===== src/rtl/axis_frame_encoder_pkg.sv =====
// Shared definitions for the byte-stream framer and its matching decoder.
package axis_frame_encoder_pkg;

    typedef enum logic [2:0] {
        S_IDLE,
        S_SYNC,
        S_DATA,
        S_COUNT,
        S_CSUM
    } state_t;

    localparam logic [7:0] SYNC_BYTE_DEFAULT = 8'hA5;

    // SYNC, count and checksum bytes added around every payload.
    localparam int unsigned FRAME_OVERHEAD = 3;

endpackage


===== src/rtl/axis_frame_encoder_if.sv =====
// Upstream (i*) and downstream (o*) byte-stream handshake bundle around the framer.
// The master modport is the framer itself; slave is the surrounding logic.
interface axis_frame_encoder_if;

    logic [7:0] idata;
    logic       ivalid;
    logic       iready;
    logic [7:0] odata;
    logic       ovalid;
    logic       oready;
    logic       olast;

    modport master (
        input  idata, ivalid, oready,
        output iready, odata, ovalid, olast
    );

    modport slave (
        output idata, ivalid, oready,
        input  iready, odata, ovalid, olast
    );

endinterface


===== src/rtl/axis_idle_timer.sv =====
// Idle-cycle counter: counts enabled cycles since the last clear and flags
// expiry once TIMEOUT-1 has been reached, holding there until cleared.
module axis_idle_timer #(
    parameter int unsigned TIMEOUT = 64
) (
    input  logic clock,
    input  logic reset,
    input  logic clear,
    input  logic enable,
    output logic expire
);

    localparam int unsigned   W     = (TIMEOUT > 2) ? $clog2(TIMEOUT) : 1;
    localparam logic [W-1:0]  LIMIT = W'(TIMEOUT - 1);

    logic [W-1:0] timer;

    assign expire = (timer == LIMIT);

    // Count idle cycles; saturate at the limit so the flag cannot wrap away.
    always_ff @(posedge clock) begin
        if (reset) begin
            timer <= '0;
        end else if (clear) begin
            timer <= '0;
        end else if (enable && !expire) begin
            timer <= timer + W'(1);
        end
    end

endmodule


===== src/rtl/axis_frame_encoder.sv =====
// Byte-stream framer: SYNC, pass-through payload, count byte, checksum byte.
// A frame closes after PAYLOAD_LEN bytes or after TIMEOUT idle cycles.
module axis_frame_encoder
    import axis_frame_encoder_pkg::*;
#(
    parameter int unsigned PAYLOAD_LEN = 16,
    parameter int unsigned TIMEOUT     = 64,
    parameter logic [7:0]  SYNC_BYTE   = SYNC_BYTE_DEFAULT
) (
    input  logic                 clock,
    input  logic                 reset,
    axis_frame_encoder_if.master bus,
    output logic                 busy
);

    state_t     state;
    state_t     state_next;
    logic [7:0] cnt;
    logic [7:0] sum;
    logic       xfer;
    logic       timer_clear;
    logic       timer_en;
    logic       timer_expire;

    axis_idle_timer #(
        .TIMEOUT(TIMEOUT)
    ) u_idle_timer (
        .clock  (clock),
        .reset  (reset),
        .clear  (timer_clear),
        .enable (timer_en),
        .expire (timer_expire)
    );

    assign busy = (state != S_IDLE);

    // Next-state and output decode; trailer bytes depend only on registers.
    always_comb begin
        state_next  = state;
        bus.iready  = 1'b0;
        bus.ovalid  = 1'b0;
        bus.odata   = '0;
        bus.olast   = 1'b0;
        xfer        = 1'b0;
        timer_clear = 1'b0;
        timer_en    = 1'b0;
        case (state)
            S_IDLE: begin
                if (bus.ivalid) state_next = S_SYNC;
            end
            S_SYNC: begin
                bus.ovalid = 1'b1;
                bus.odata  = SYNC_BYTE;
                if (bus.oready) state_next = S_DATA;
            end
            S_DATA: begin
                bus.odata  = bus.idata;
                bus.ovalid = bus.ivalid;
                bus.iready = bus.oready;
                xfer       = bus.ivalid && bus.oready;
                // A transfer both resets the timer and takes priority over expiry.
                if (xfer) begin
                    timer_clear = 1'b1;
                    if (cnt == 8'(PAYLOAD_LEN - 1)) state_next = S_COUNT;
                end else if (cnt != '0) begin
                    timer_en = 1'b1;
                    if (timer_expire) state_next = S_COUNT;
                end
            end
            S_COUNT: begin
                bus.ovalid = 1'b1;
                bus.odata  = cnt;
                if (bus.oready) state_next = S_CSUM;
            end
            S_CSUM: begin
                bus.ovalid = 1'b1;
                bus.odata  = sum;
                bus.olast  = 1'b1;
                if (bus.oready) begin
                    state_next  = S_IDLE;
                    timer_clear = 1'b1;
                end
            end
            default: state_next = S_IDLE;
        endcase
    end

    // State register plus byte count and running checksum of the payload.
    always_ff @(posedge clock) begin
        if (reset) begin
            state <= S_IDLE;
            cnt   <= '0;
            sum   <= '0;
        end else begin
            state <= state_next;
            if (xfer) begin
                cnt <= cnt + 8'd1;
                sum <= sum + bus.idata;
            end else if (state == S_CSUM && bus.oready) begin
                cnt <= '0;
                sum <= '0;
            end
        end
    end

endmodule


===== src/flat_wrapper.sv =====
// flat-port wrapper written by rule: the top's interface ports become plain ports
module axis_frame_encoder_flat import axis_frame_encoder_pkg::*;
#(
    parameter int unsigned PAYLOAD_LEN = 16,
    parameter int unsigned TIMEOUT     = 64,
    parameter logic [7:0]  SYNC_BYTE   = SYNC_BYTE_DEFAULT
)
  (clock, reset, busy, bus_idata, bus_ivalid, bus_oready, bus_iready, bus_odata, bus_ovalid, bus_olast);
  axis_frame_encoder_if bus_i ();
  input  logic clock;
  input  logic reset;
  output logic busy;
  input wire logic [$bits(bus_i.idata)-1:0] bus_idata;
  input wire logic [$bits(bus_i.ivalid)-1:0] bus_ivalid;
  input wire logic [$bits(bus_i.oready)-1:0] bus_oready;
  output wire logic [$bits(bus_i.iready)-1:0] bus_iready;
  output wire logic [$bits(bus_i.odata)-1:0] bus_odata;
  output wire logic [$bits(bus_i.ovalid)-1:0] bus_ovalid;
  output wire logic [$bits(bus_i.olast)-1:0] bus_olast;
  assign bus_i.idata = bus_idata;
  assign bus_i.ivalid = bus_ivalid;
  assign bus_i.oready = bus_oready;
  assign bus_iready = bus_i.iready;
  assign bus_odata = bus_i.odata;
  assign bus_ovalid = bus_i.ovalid;
  assign bus_olast = bus_i.olast;
  axis_frame_encoder #(.PAYLOAD_LEN(PAYLOAD_LEN), .TIMEOUT(TIMEOUT), .SYNC_BYTE(SYNC_BYTE)) u_core (.clock(clock), .reset(reset), .bus(bus_i), .busy(busy));
endmodule

===== config.mk =====
export PLATFORM = sky130hd
export DESIGN_NAME = axis_frame_encoder_flat
export DESIGN_NICKNAME = d
export VERILOG_FILES = /design/src/rtl/axis_frame_encoder_pkg.sv /design/src/rtl/axis_frame_encoder_if.sv /design/src/rtl/axis_idle_timer.sv /design/src/rtl/axis_frame_encoder.sv /design/src/flat_wrapper.sv
export SDC_FILE = /design/constraint.sdc
export NUM_CORES = 1
export LEC_CHECK = 0
export ABC_AREA = 1
export CAP_MARGIN = 0
export CORE_UTILIZATION = 50
export CTS_CLUSTER_SIZE = 8
export DETAILED_ROUTE_END_ITERATION = 8
export PLACE_DENSITY = 0.76
export SETUP_SLACK_MARGIN = 0.3
export SYNTH_ARGS = -nofsm -noshare
export SYNTH_HDL_FRONTEND = slang
export SYNTH_SLANG_ARGS = --single-unit

===== constraint.sdc =====
create_clock -name clock -period 1.95 [get_ports clock]
set_clock_uncertainty 0.2 [all_clocks]
set_input_delay 0.585 -clock clock [delete_from_list [all_inputs] [get_ports clock]]
set_output_delay 0.585 -clock clock [all_outputs]
set_load 0.01 [all_outputs]

==> flow_summary.toml, run 1 <==
[synthesis]
synth-seq-area-share_pct = 27.8
syn_area_um2 = 1800
synth_top_cell_area_share_pct = 27.8
synth_largest_area_cell = "dfxtp_1"
synthMostInstantiatedCell = "nand2_1"
synth.distinct_cells = 32
ys.flop_type = "dfxtp_1"
synth_common_cells = "66 x nand2_1, 40 x inv_1, 25 x dfxtp_1"
synth-edff-count = 0
ys_ff_latch = 25
synthesis.nets = 288
synth_warnings = 0
synthCells = 265
avgSynthCellArea_um2 = 6.78
synth_area_leaders = "dfxtp_1 28%, nand2_1 14%, inv_1 8.4%, ha_1 7.0%, a21oi_1 5.3%"
async_reset_ff_share_pct = 0

[placement]
dp_cells = 384
numPortBuffers = 23
dp_hpwl_mm = 3.89
gp_congestion = 0.846

[floorplan]
start_util_pct = 53.0
die_h_um = 62.0
num_io_pins = 24
placementRows = 21
die_x_um = 62.0

[global_route]
grt_start_max_net_pins = 14

[status]
toolErrorMsg = "[ERROR DPL-0038] Utilization greater than 100%, impossible to legalize"
status = "did not finish"
failing_step = "5_1_grt"

[clock_network]
cts_buffers = 3
h-tree-depth = 1
clock_sinks = 25
cts_root_buffer = "clkbuf_4"
cts_buffer_depth = 2

[sta]
worstEndpointType = "primary output"
worst_endpoint = "bus_odata[2]"
cells by family after synthesis:
| group | after synthesis | share of synthesized area [%] |
|---|---|---|
| simple gates | 123 | 31.8 |
| compound gates | 54 | 19.3 |
| xor+xnor | 5 | 2.44 |
| flops | 25 | 27.8 |
| buf+inv | 47 | 10.6 |
| fa+ha+maj | 11 | 8.07 |
through the flow:
| step | area [um2] | setup TNS, ps | util, % | setup WS [ps] |
|---|---|---|---|---|
| floorplan | 1960 | 0 | - | 73.3 |
| detailed placement | 2620 | -14070 | 77.3 | -689 |
| CTS | 2870 | -2130 | 84.6 | -204 |
| global placement | 2620 | -13420 | 77.3 | -646 |
repair_timing:
action | in CTS
hold endpoints to repair | 0
gates resized for setup | 117
buffers inserted | 15
endpoints found under the setup margin | 37
pin swaps | 21
cloned | 2
hold buffers | 0
==> inputs of run 2 (changes only) <==
- CORE_UTILIZATION: 50 -> 40
- CTS_CLUSTER_SIZE: 8 -> default
- PLACE_DENSITY: 0.76 -> default
- PLACE_DENSITY_LB_ADDON: default -> 0.15
- SETUP_SLACK_MARGIN: 0.3 -> default
- clock period: 1.95 -> 2.5 ns (I/O delays scaled with it)
==> flow_summary.toml, run 2 <==
[flow_run]
drv_cap = 0

[worst_setup_path]
end_kind = "primary output"
arrival_ps = 1530
required_ps = 1550
path_max_fanout = 2
criticalPathCategory = "primary input to primary output"
start_kind = "primary input"

[sta]
finalWorstSetupSlack_ps = 23.2
setup_tns_ps = 0
hold_viol = 0
relSlewSlack_pct = 78.5
finalMaxSlewViolations = 0
rsz0062_at_grt = "no"
hold_slack_ps = 285
worst_pin_slew_ps = 322
max_freq_mhz = 404
finalSetupViolations = 0
min_period_ps = 2480
fin_crit_sh_pct = 99.1

[global_route]
grt_overflow = 0
grt_pass1_wl_mm = 8.00
antenna_found_initial = 0
grt_start_max_net_pins = 14
grt_usage_pct = 20.6
grt_pass1_vias = 1714

[layout]
fillers = 454
mostFrequentLayoutCells = "66 x nand2_1, 38 x inv_1, 37 x buf_4"
final_area_um2 = 2380
antenna-diode-count = 0
reg_top3 = "u_core.cnt: 8 flops, u_core.sum: 8 flops, u_core.u_idle_timer.timer: 6 flops"
layout_commonest_cell = "nand2_1"
drive_above_1_share_pct = 25.4
area.growth.synth_to_final_pct = 32.2
nNetsFinal = 351

[synthesis]
synth_top_cell_area_share_pct = 27.8
synth_area_leaders = "dfxtp_1 28%, nand2_1 14%, inv_1 8.4%, ha_1 7.0%, a21oi_1 5.3%"
async_reset_ff_share_pct = 0
synthMostInstantiatedCell = "nand2_1"
synth_warnings = 0
synthCells = 265
avgSynthCellArea_um2 = 6.78
ys.flop_type = "dfxtp_1"
synth_largest_area_cell = "dfxtp_1"
synthesis.nets = 288
synth-edff-count = 0
synth.distinct_cells = 32
syn_area_um2 = 1800
ys_ff_latch = 25
synth-seq-area-share_pct = 27.8
synth_common_cells = "66 x nand2_1, 40 x inv_1, 25 x dfxtp_1"

[clock_network]
cts_root_buffer = "clkbuf_8"
clock_latency_ps = 270
clock_sinks = 25
cts_tree = "done"
path_clk_slew_ps = 90
cts_buffer_depth = 2
h-tree-depth = 1
ctsHoldBuffers = 0
cts_buffers = 3

[floorplan]
coreArea_um2 = 4320
start_util_pct = 41.6
fp.dieArea_um2 = 4770
die_x_um = 69.0
num_io_pins = 24
die_h_um = 69.0
placementRows = 24

[power]
internal_power_w = 0.000888
power.static_leakage_nw = 1.19
ir_worst_vdd_uv = 220
p_sw_w = 0.000625
power_frac_seq_pct = 30.3
pwr-share-comb_pct = 53.2
powerDensity_nw_per_um2 = 637
clkPwrFrac_pct = 16.5
switching_share_pct = 41.3

[min_path]
hold_path.class = "flop to flop"

[detailed_routing]
first_iter_violations = 74
maxUsedRoutingLayer = "met4"
routed_via_density = 4.88
wl_met1_mm = 2.37
wirelength_mm = 4.66
vias = 1849
drc_errors = 0
drtPass1Iterations = 4
ant_nets = 0
wl_per_cell_um = 12.3
met3_length_um = 79
route.met2.wl_mm = 2.15

[placement]
place_area_um2 = 2340
gp_congestion = 0.802
numPortBuffers = 23
dp_hpwl_mm = 3.70
dp_worst_setup_slack_ps = -495

[status]
status = "finished, final reports clean"
-- run 2: cell counts after synthesis --
No cell type changed its count.
-- run 2: power groups by stage --
| stage | Combinational [W] | Clock [W] | Sequential [W] |
|---|---|---|---|
| finish | 0.000805 | 0.000250 | 0.000459 |
| global route | 0.000891 | 0.000277 | 0.000463 |
| CTS | 0.000803 | 0.000257 | 0.000457 |
| detailed placement | 0.000875 | 0 | 0.000465 |
| global placement | 0.000869 | 0 | 0.000463 |
| floorplan | 0.000461 | 0 | 0.000471 |
-- run 2: final timing paths --
kind / end / slack (ps) / start / cells past startpoint
worst min register to register: u_core.sum[6]$_SDFFE_PP0P_ / 280 / u_core.sum[6]$_SDFFE_PP0P_ / 2
worst min-delay path: u_core.sum[6]$_SDFFE_PP0P_ / 280 / u_core.sum[6]$_SDFFE_PP0P_ / 2
worst max-delay path: bus_odata[0] / 20 / bus_idata[0] / 4
worst max register to register: u_core.u_idle_timer.timer[0]$_SDFFE_PP0P_ / 700 / u_core.cnt[0]$_SDFFE_PP0P_ / 8
-- run 2: layout make-up --
cell class / count / area (um2) / share of cell area (%)
multi-input cells: 193 / 1120 / 47.0
flip-flops and latches: 25 / 503 / 21.2
repair buffers: 60 / 472 / 19.9
inverters: 45 / 174 / 7.32
well taps: 52 / 65.1 / 2.74
clock buffers: 4 / 45.0 / 1.90
-- run 2: per-stage QoR --
| step | utilization (%) | power, W | cells |
|---|---|---|---|
| final | 54.9 | 0.00151 | 379 |
| after global routing | 54.9 | 0.00163 | 379 |
| after CTS | 54.3 | 0.00152 | 379 |
| after detailed placement | 54.1 | 0.00134 | 373 |
| after global placement | 54.1 | 0.00133 | 373 |
| after floorplan | - | 0.000932 | 265 |
-- run 2: per-layer routing --
layer | global-route usage [%] | vias to the layer above
li1 | - | 982
met1 | 29.1 | 846
met2 | 32.6 | 17
met3 | 2.34 | 4
met4 | 6.35 | 0
met5 | 0 | -
-- run 2: kinds of logic after synthesis --
family	after synthesis	share of synthesized area (%)
compound gates	54	19.3
xor+xnor	5	2.44
fa+ha+maj	11	8.07
buf+inv	47	10.6
flops	25	27.8
simple gates	123	31.8
-- run 2: critical path: stages --
cell and delay [ps]:
clkdlybuf4s50_1 420, a21oi_1 140, o21ai_1 70, buf_2 140
-- run 2: timing repair --
| item | 4_1_cts | 5_1_grt |
|---|---|---|
| hold endpoints to repair | 0 | 0 |
| setup buffers | 2 | 0 |
| setup endpoints to repair | 12 | 13 |
| gates resized for setup | 46 | 14 |
| pin swaps | 1 | 2 |
No activity file was read; power rests on OpenSTA's default activity.
==> inputs of run 3 (changes only) <==
- REMOVE_ABC_BUFFERS: default -> 1
==> flow_summary.toml, run 3 (synthesis gave the netlist of run 2 again) <==
[sta]
finalSetupViolations = 0
worst_pin_slew_ps = 259
min_period_ps = 2430
rsz0062_at_grt = "no"
relSlewSlack_pct = 82.6
finalMaxSlewViolations = 0
hold_viol = 0
fin_crit_sh_pct = 97.4
finalWorstSetupSlack_ps = 65.6
max_freq_mhz = 411
setup_tns_ps = 0

[global_route]
grt_pass1_vias = 1745
grt_pass1_wl_mm = 7.77
grt_usage_pct = 20.0
grt_overflow = 0
antenna_found_initial = 0
grt_start_max_net_pins = 16

[clock_network]
cts_buffers = 3
ctsHoldBuffers = 0
h-tree-depth = 1
cts_buffer_depth = 2
clock_latency_ps = 280
clock_sinks = 25
cts_root_buffer = "clkbuf_8"
path_clk_slew_ps = 100
cts_tree = "done"

[min_path]
hold_path_end = "u_core.sum[6]$_SDFFE_PP0P_"
hold_path_startpoint = "u_core.sum[6]$_SDFFE_PP0P_"
holdPathStages = 2
hold_path.class = "flop to flop"

[detailed_routing]
wl_per_cell_um = 12.1
drtPass1Iterations = 4
vias = 1886
drc_errors = 0
first_iter_violations = 87
wirelength_mm = 4.59
routed_via_density = 4.98
ant_nets = 0

[floorplan]
die_h_um = 69.0
fp.dieArea_um2 = 4770
start_util_pct = 41.6
coreArea_um2 = 4320
placementRows = 24
die_x_um = 69.0
num_io_pins = 24

[worst_setup_path]
path_cells = "clkdlybuf4s50_1 > inv_1 > nor2_1 > buf_2"
required_ps = 1550
arrival_ps = 1480
cp_slowest_stage_delay_ps = 480
rr_endpoint = "u_core.u_idle_timer.timer[0]$_SDFFE_PP0P_"
rr_startpoint = "u_core.cnt[0]$_SDFFE_PP0P_"
path_max_fanout = 2
reg2reg_depth = 8
end_kind = "primary output"
cpMaxStageDelayCell = "clkdlybuf4s50_1"
reg2reg_slack_ps = 710
start_kind = "primary input"
criticalPathCategory = "primary input to primary output"

[power]
powerDensity_nw_per_um2 = 636
ir_worst_vdd_uv = 233
power.static_leakage_nw = 1.18

[status]
status = "finished, final reports clean"

[layout]
reg_top3 = "u_core.cnt: 8 flops, u_core.sum: 8 flops, u_core.u_idle_timer.timer: 6 flops"
nNetsFinal = 351
fillers = 453
mostFrequentLayoutCells = "66 x nand2_1, 39 x inv_1, 36 x buf_4"
layout_commonest_cell = "nand2_1"
area.growth.synth_to_final_pct = 32.8
antenna-diode-count = 0
drive_above_1_share_pct = 25.1

[placement]
dp_worst_setup_slack_ps = -471
numPortBuffers = 23
gp_congestion = 0.825
dp_hpwl_mm = 3.74

[flow_run]
drv_cap = 0
## run 3: cell count changes in the layout (fill, tap and decap cells not counted)
| cell | change |
|---|---|
| buf_12 | +1 |
| buf_4 | -1 |
| clkbuf_1 | -1 |
| clkinvlp_4 | +1 |
| dlygate4sd2_1 | +1 |
| dlymetal6s2s_1 | -1 |
| ha_1 | +1 |
| ha_2 | -1 |
| inv_1 | +1 |
| inv_2 | -1 |
| nand3_1 | +1 |
| nand3_2 | -1 |
| o2111ai_1 | -1 |
| o2111ai_2 | +1 |
## run 3: through the flow
| step | utilization, % | power (W) | std cells | hold WS [ps] | instance area [um2] |
|---|---|---|---|---|---|
| 4_1_cts | 54.7 | 0.00152 | 379 | 297 | 2360 |
| 3_3_place_gp | 54.4 | 0.00133 | 373 | 274 | 2350 |
| 3_5_place_dp | 54.4 | 0.00133 | 373 | 279 | 2350 |
| 5_1_grt | 55.2 | 0.00163 | 379 | 312 | 2390 |
| 6_report | 55.2 | 0.00152 | 379 | 289 | 2390 |
| 2_1_floorplan | - | 0.000927 | 263 | 246 | 1780 |
## run 3: per-layer routing
| metal | GRT usage [%] | vias up | share of wire (%) |
|---|---|---|---|
| li1 | - | 983 | - |
| met1 | 26.9 | 864 | 49 |
| met2 | 32.9 | 35 | 45 |
| met3 | 3.07 | 4 | 4.9 |
| met4 | 6.12 | 0 | 1.0 |
| met5 | 0 | - | 0 |
## run 3: worst max-delay path: cells and delay by family
kind / cells / cell delay (ps)
buffers and inverters: 3 / 660
and+or+nand+nor: 1 / 70
## run 3: report_power, final
group	switching, W	internal [W]	total [W]
Combinational	0.000448	0.000350	0.000798
Sequential	0.0000297	0.000430	0.000459
Clock	0.000148	0.000113	0.000262
## run 3: worst max-delay path by stage
stage	slack (ps)	start	depth (start not counted)	end
floorplan	390	bus_idata[0]	8	u_core.sum[6]$_SDFFE_PP0P_
global placement	-480	bus_idata[5]	4	bus_odata[5]
detailed placement	-470	bus_idata[6]	4	bus_odata[6]
CTS	8	bus_idata[2]	4	bus_odata[2]
global route	10	bus_oready	4	bus_iready
finish	70	bus_oready	4	bus_iready
## run 3: final cells by class
cell class,instances,area [um2],share of cell area [%]
repair buffers,60,480,20.1
clock inverters,1,7.51,0.314
multi-input cells,193,1120,46.8
flip-flops and latches,25,503,21.1
well taps,52,65.1,2.73
clock buffers,3,41.3,1.73
inverters,45,174,7.29
## run 3: what timing repair did
action	in CTS	in global routing
setup buffers	2	0
pin swaps	0	3
gates resized for setup	49	9
endpoints found under the setup margin	13	9
==> inputs of run 4 (changes only) <==
- clock period: 2.5 -> 2.9 ns (I/O delays scaled with it)
==> flow_summary.toml, run 4 (synthesis gave the netlist of run 2 again) <==
[status]
status = "finished, final reports clean"

[worst_setup_path]
path_max_fanout = 2
end_kind = "primary output"
criticalPathCategory = "primary input to primary output"
path_cells = "clkdlybuf4s50_1 > nand2_1 > o221ai_1 > dlygate4sd2_1"
arrival_ps = 1780
cp_slowest_stage_delay_ps = 490
start_kind = "primary input"
required_ps = 1830
cpMaxStageDelayCell = "clkdlybuf4s50_1"

[power]
powerDensity_nw_per_um2 = 562
ir_worst_vdd_uv = 169
power.static_leakage_nw = 1.02
pwr-share-comb_pct = 50.3
clkPwrFrac_pct = 17.3
power_frac_seq_pct = 32.4
internal_power_w = 0.000718
switching_share_pct = 41.9
p_sw_w = 0.000518
power_w = 0.00124

[detailed_routing]
first_iter_violations = 132
wirelength_mm = 4.39
routed_via_density = 4.96
drc_errors = 0
vias = 1764
wl_per_cell_um = 12.3
drtPass1Iterations = 4
ant_nets = 0

[layout]
finalNonFillerCells = 356
mostFrequentLayoutCells = "66 x nand2_1, 40 x inv_1, 25 x dfxtp_1"
layout_commonest_cell = "nand2_1"
drive_above_1_share_pct = 16.1
nNetsFinal = 328
antenna-diode-count = 0
area.growth.synth_to_final_pct = 22.3
reg_top3 = "u_core.cnt: 8 flops, u_core.sum: 8 flops, u_core.u_idle_timer.timer: 6 flops"

[clock_network]
h-tree-depth = 1
cts_tree = "done"
cts_root_buffer = "clkbuf_8"
cts_setup_buffers = 0
cts_buffers = 3
clock_latency_ps = 270
cts_buffer_depth = 2
clock_sinks = 25
path_clk_slew_ps = 90

[global_route]
grt_usage_pct = 19.6
grt_start_max_net_pins = 15
grt_pass1_wl_mm = 7.60
antenna_found_initial = 0
grt_pass1_vias = 1668
grt_overflow = 0

[sta]
hold_viol = 0
finalMaxSlewViolations = 0
min_period_ps = 2850
finalSetupViolations = 0
rsz0062_at_grt = "no"
worst_pin_slew_ps = 323
max_freq_mhz = 351
fin_crit_sh_pct = 98.2
relSlewSlack_pct = 78.4

[placement]
gp_congestion = 0.831
dp_hpwl_mm = 3.52
dp_cells = 352
numPortBuffers = 23

[min_path]
hold_path.class = "flop to flop"

[floorplan]
die_x_um = 69.0
num_io_pins = 24
fp.dieArea_um2 = 4770
start_util_pct = 41.6
placementRows = 24
coreArea_um2 = 4320
die_h_um = 69.0

[flow_run]
drv_cap = 0
==> run 4: power groups by stage <==
stage	combinational, W	clock, W	sequential [W]
after floorplan	0.000394	0	0.000406
after global placement	0.000673	0	0.000408
after detailed placement	0.000675	0	0.000409
after CTS	0.000635	0.000223	0.000401
after global routing	0.000691	0.000236	0.000406
final	0.000622	0.000214	0.000400
==> run 4: final cells by class <==
class / count / area [um2]
Tap cell: 52 / 65.1
Fill cell: 444 / 2120
Multi-Input combinational cell: 193 / 1110
Timing Repair Buffer: 37 / 307
Inverter: 45 / 174
Sequential cell: 25 / 500
Clock inverter: 1 / 5.00
Clock buffer: 3 / 41.3
==> run 4: final timing paths <==
path,start,end,slack (ps),cells after the start
max,bus_idata[3],bus_odata[3],50,4
min,u_core.sum[6]$_SDFFE_PP0P_,u_core.sum[6]$_SDFFE_PP0P_,300,2
max reg2reg,u_core.state[2]$_SDFFE_PP0P_,u_core.sum[0]$_SDFFE_PP0P_,1110,8
min reg2reg,u_core.sum[6]$_SDFFE_PP0P_,u_core.sum[6]$_SDFFE_PP0P_,300,2
==> run 4: timing repair <==
action	CTS	global route
hold buffers	0	0
hold endpoints to repair	0	0
gates resized for setup	14	10
endpoints found under the setup margin	10	7
cloned	0	0
==> run 4: metrics by stage <==
step | cell area (um2) | hold WS, ps | setup WS (ps) | setup TNS (ps) | util [%]
after floorplan | 1780 | 246 | 666 | 0 | -
after global placement | 2180 | 273 | -319 | -2420 | 50.5
after detailed placement | 2180 | 284 | -319 | -2450 | 50.5
after CTS | 2220 | 301 | 0.844 | 0 | 51.4
after global routing | 2200 | 326 | 10.3 | 0 | 50.9
final | 2200 | 295 | 51.6 | 0 | 50.9
==> run 4: worst max-delay path, delay by kind of cell <==
family	cells	cell delay [ps]
AO/OA/AOI/OAI	1	70
AND/OR/NAND/NOR	1	60
buffers and inverters	2	780
==> run 4: layer usage <==
layer / vias up / share of wire, % / GRT usage, %
met1: 792 / 52 / 27.6
li1: 934 / - / -
met4: 0 / 1.2 / 6.35
met5: - / 0 / 0
met2: 34 / 44 / 31.3
met3: 4 / 3.3 / 2.05
